<file path="src/rtl/pipe_stage_buf.sv">
// Elastic pipeline-stage buffer for the register-writeback payload (wd, wreg, wdata).
// Valid/ready on both sides, global pause via rdy, synchronous squash via flush.
module pipe_stage_buf #(
  parameter int DATA_W = 32,
  parameter int WD_W   = 5,
  parameter int DEPTH  = 2
) (
  input  logic                       clk,
  input  logic                       rst,
  input  logic                       rdy,
  input  logic                       flush,
  input  logic                       in_valid,
  output logic                       in_ready,
  input  logic [WD_W-1:0]            in_wd,
  input  logic                       in_wreg,
  input  logic [DATA_W-1:0]          in_wdata,
  output logic                       out_valid,
  input  logic                       out_ready,
  output logic [WD_W-1:0]            out_wd,
  output logic                       out_wreg,
  output logic [DATA_W-1:0]          out_wdata,
  output logic [$clog2(DEPTH+1)-1:0] occupancy
);

  localparam int PTR_W = $clog2(DEPTH);
  localparam int CNT_W = $clog2(DEPTH+1);
  localparam logic [CNT_W-1:0] FULL_CNT = CNT_W'(DEPTH);

  logic [WD_W-1:0]   mem_wd    [DEPTH];
  logic              mem_wreg  [DEPTH];
  logic [DATA_W-1:0] mem_wdata [DEPTH];

  logic [PTR_W-1:0] rd_ptr;
  logic [PTR_W-1:0] wr_ptr;
  logic [CNT_W-1:0] count;
  logic             push;
  logic             pop;

  // Ready depends only on registered count, so a pop never frees a slot in the same cycle.
  assign in_ready  = rdy && (count < FULL_CNT);
  assign out_valid = (count != '0);
  assign push      = in_valid && in_ready && !flush;
  assign pop       = out_valid && out_ready && rdy && !flush;
  assign occupancy = count;

  // Empty buffer presents a NOP bubble rather than stale storage.
  assign out_wd    = out_valid ? mem_wd[rd_ptr]    : '0;
  assign out_wreg  = out_valid ? mem_wreg[rd_ptr]  : 1'b0;
  assign out_wdata = out_valid ? mem_wdata[rd_ptr] : '0;

  always_ff @(posedge clk) begin
    if (rst || flush) begin
      rd_ptr <= '0;
      wr_ptr <= '0;
      count  <= '0;
    end else begin
      if (push) wr_ptr <= wr_ptr + PTR_W'(1);
      if (pop)  rd_ptr <= rd_ptr + PTR_W'(1);
      if (push && !pop)      count <= count + CNT_W'(1);
      else if (pop && !push) count <= count - CNT_W'(1);
    end
  end

  always_ff @(posedge clk) begin
    if (push && !rst) begin
      mem_wd[wr_ptr]    <= in_wd;
      mem_wreg[wr_ptr]  <= in_wreg;
      mem_wdata[wr_ptr] <= in_wdata;
    end
  end

endmodule
</file>
<file path="config.mk">
export PLATFORM = sky130hd
export DESIGN_NAME = pipe_stage_buf
export DESIGN_NICKNAME = d
export VERILOG_FILES = /design/src/rtl/pipe_stage_buf.sv
export SDC_FILE = /design/constraint.sdc
export NUM_CORES = 1
export LEC_CHECK = 0
export BUFFER_PORTS_ARGS = -buffer_cell sky130_fd_sc_hd__buf_2
export CELL_PAD_IN_SITES_DETAIL_PLACEMENT = 0
export CELL_PAD_IN_SITES_GLOBAL_PLACEMENT = 2
export CORE_MARGIN = 1.5
export CORE_UTILIZATION = 32
export CTS_CLUSTER_DIAMETER = 40
export DETAILED_ROUTE_END_ITERATION = 8
export GPL_TIMING_DRIVEN = 0
export PLACE_DENSITY_LB_ADDON = 0.12
export SYNTH_ARGS = -nofsm -noshare
export SYNTH_HDL_FRONTEND = slang
export SYNTH_SLANG_ARGS = --single-unit
</file>
<file path="constraint.sdc">
create_clock -name clk -period 5 [get_ports clk]
set_input_delay 0 -clock clk [delete_from_list [all_inputs] [get_ports clk]]
set_output_delay 0 -clock clk [all_outputs]
set_load 0.1 [all_outputs]
</file>
==> results.json <==
{
  "synth_top_area_share": 0.7364,
  "fin_skew_ns": 0.007397,
  "final_nets": 372,
  "arrival_time_at_the_worst_endpoint_ns": 2.10,
  "path_type_of_the_worst_min_delay_path": "in -> reg",
  "ant_nets": 0,
  "layout_common_cells": "buf_2 (87), edfxtp_1 (76), nor2_1 (40), dlygate4sd3_1 (39), mux2i_1 (38)",
  "place_area_um2": 3782,
  "main_combinational_cell_family_by_area_after_synthesis": "multiplexers",
  "yosys.area.top_type": "edfxtp_1",
  "r2r_start": "occupancy[1]$_SDFFE_PP0P_",
  "power.sequential.fraction": 0.577,
  "synth.top_cells.by_area": "edfxtp_1 (74%), mux2i_1 (12%), nor2_1 (4.8%)",
  "std_cell_rows": 35,
  "fillCellCount": 893,
  "utilization": 0.4648,
  "initial_standard_cell_utilization_of_the_core": 0.3323,
  "synthMuxAreaShare": 0.1227,
  "worst_setup_path_end_kind": "flop",
  "setup.worst_path.start": "occupancy[1]$_SDFFE_PP0P_",
  "drt_wl_total_um": 6076,
  "wl_per_cell_um": 13.18,
  "critical_path.max_fanout": 13,
  "crit_required_ns": 5.05,
  "rsz_0062_raised_after_global_routing": "no",
  "clock_sink_total": 81,
  "grt_max_degree": 14,
  "p_sw_uw": 328.7,
  "slew_headroom": 0.5322,
  "number_of_enable_flip_flop_cells_after_synthesis": 76,
  "final_layout_size_suffix_gt1_frac": 0.3404,
  "fp.dieArea_um2": 10280,
  "prevailing_post_synth_register_cell": "edfxtp_1",
  "area.sequential_um2": 2382,
  "layout.cells.most_common": "buf_2",
  "max_cap_viol_count": 0,
  "synthesis.nets": 232,
  "rrSetupSlack_ns": 2.95,
  "ioPinCount": 86,
  "drc": 0,
  "fmax_ghz": 0.4880,
  "synth_sequential_area_ratio": 0.7687,
  "synthXorXnorAreaFrac": 0.01130,
  "synth_seq_cells": 81,
  "synthSimpleGateAreaFrac": 0.06823,
  "setup_viol": 0,
  "r2r_cells": 4,
  "worst_hold_path_cells": 4,
  "groute.usage.overall": 0.1236,
  "switching_share": 0.2527,
  "insertedDiodeCount": 0,
  "floorplan.die.height_um": 101.4,
  "syn_avg_cell_area_um2": 16.57,
  "status": "finished clean",
  "synth_compound_area_frac": 0.008074,
  "tritoncts": "done",
  "clock-root-buffer": "clkbuf_8",
  "cts-buffers-inserted": 9,
  "final.setup.tns_ns": 0,
  "leakagePower_uw": 0.001608,
  "cts-root-to-sink-buffers": 2,
  "internal_power_uw": 972.2,
  "worst_hold_path.endpoint": "rd_ptr$_SDFFE_PP0P_",
  "finalCritPeriodShare": 0.4098,
  "multiInputGateArea_um2": 694.4,
  "criticalPathCategory": "reg -> reg",
  "initial_antenna_violation_count": 0,
  "clock_power_share": 0.306,
  "number_of_instances_in_the_synthesized_netlist": 187,
  "area_delta_synth_final_pct": 39.89,
  "synthesis.yosys.warnings": 0,
  "timing.hold.ws_ns": 0.1343,
  "async_reset_ff_frac": 0,
  "power_uw": 1301,
  "gpl.final_weighted_congestion": 0.6736,
  "final_cell_area_um2": 4335,
  "adder_cell_fraction_of_synth_area": 0.004037,
  "worst_margin_slew_ns": 0.6964,
  "clock_insertion_delay_worst_skew_ns": 0.34,
  "worst_ir_drop_vdd_v": 0.0001431,
  "final-max-slew-violation-count": 0,
  "setup.worst_path.start_class": "flop",
  "p_per_area_nw_per_um2": 300.1,
  "cts_max_level": 3,
  "hp-start": "out_ready",
  "design.core.area_um2": 9328,
  "first_global_vias": 1938,
  "globalRoute.totalOverflow": 0,
  "routed-via-count": 1979,
  "post_synth_instance_area_um2": 3099,
  "drt_first_iter_violations": 49,
  "timing.final.hold_violations": 0,
  "post_drt_via_cell_ratio": 4.293,
  "period_needed_ns": 2.049,
  "post_synth_num_cell_types": 20,
  "placement.io_buffers": 84,
  "drt_first_pass_iters": 3,
  "clkSlewWorstSetupHoldPaths_ns": 0.07,
  "floorplan.die.width_um": 101.4,
  "dp.final_hpwl_um": 4061,
  "p_comb_frac": 0.117,
  "worst_r2r_endpoint": "mem_wd[0][1]$_DFFE_PP_",
  "grt_first_pass_wirelength_um": 9397
}
[final cells by class]
class	instances	area share
Sequential cell	81	0.5495
Timing Repair Buffer	129	0.2035
Multi-Input combinational cell	96	0.1602
Tap cell	129	0.03723
Clock buffer	10	0.02944
Buffer	9	0.01126
Clock inverter	6	0.008081
Inverter	1	0.0008658
[flip-flops by register name, summed over array words and instances, names as in the netlist, named ones only]
name	cells
mem_wd	10
occupancy	2
mem_wdata	64
rd_ptr	1
mem_wreg	2
wr_ptr	1
[through the flow]
stage               instances  worst slack (ns)
floorplan                 187             1.286
global placement          400            0.2217
detailed placement        406             2.897
CTS                       461             2.881
global route              461             2.843
finish                    461             2.951
[power groups by stage]
| stage | Combinational, uW | Sequential, uW | Clock (uW) |
|---|---|---|---|
| detailed placement | 130 | 766 | 0 |
| CTS | 155 | 751 | 418 |
| global route | 162 | 751 | 447 |
| global placement | 126 | 767 | 0 |
| finish | 153 | 751 | 397 |
| floorplan | 87.7 | 770 | 0 |
[critical path: stages (launching register included)]
cell and delay, ns:
dfxtp_1 0.37, nand3b_1 0.35, nor4_4 0.60, buf_6 0.28
buf_6 0.16
[timing repair]
item | in CTS | in global routing
setup endpoints to repair | 0 | 0
endpoints found under the hold margin | 81 | 0
setup buffers | 0 | 0
gates resized for setup | 0 | 0
hold buffers | 39 | 0
[worst max-delay path by stage]
stage                                      end  slack, ns  cells past startpoint
CTS                     mem_wd[0][1]$_DFFE_PP_       2.88                      4
floorplan               mem_wd[1][0]$_DFFE_PP_       1.29                      2
global route            mem_wd[0][1]$_DFFE_PP_       2.84                      4
detailed placement      mem_wd[0][1]$_DFFE_PP_       2.90                      4
finish                  mem_wd[0][1]$_DFFE_PP_       2.95                      4
global placement    mem_wdata[1][11]$_DFFE_PP_       0.22                      2
[routing by layer]
metal	wire length, um	vias to the layer above	track usage
met3	202	8	0.03037
met5	0	-	0
met2	3150	45	0.2096
met4	97	0	0.06410
met1	2627	958	0.1461
li1	-	968	-
[synth_stat cells, types with 3 or more instances]
master	number
buf_4	3
buf_2	3
clkbuf_1	3
xor2_1	4
nor3_1	4
edfxtp_1	76
mux2i_1	38
nor2_1	40
dfxtp_1	5
[kinds of logic (layout without fill, tap and decap cells)]
kind of cell | Yosys count | count (layout)
flip-flops | 81 | 81
AND/OR/NAND/NOR | 50 | 50
multiplexers | 38 | 38
buffers and inverters | 10 | 155
XOR/XNOR | 4 | 4
AO/OA/AOI/OAI | 3 | 3
adder cells (fa/ha/maj) | 1 | 1
(Power assumes the default switching activity.)
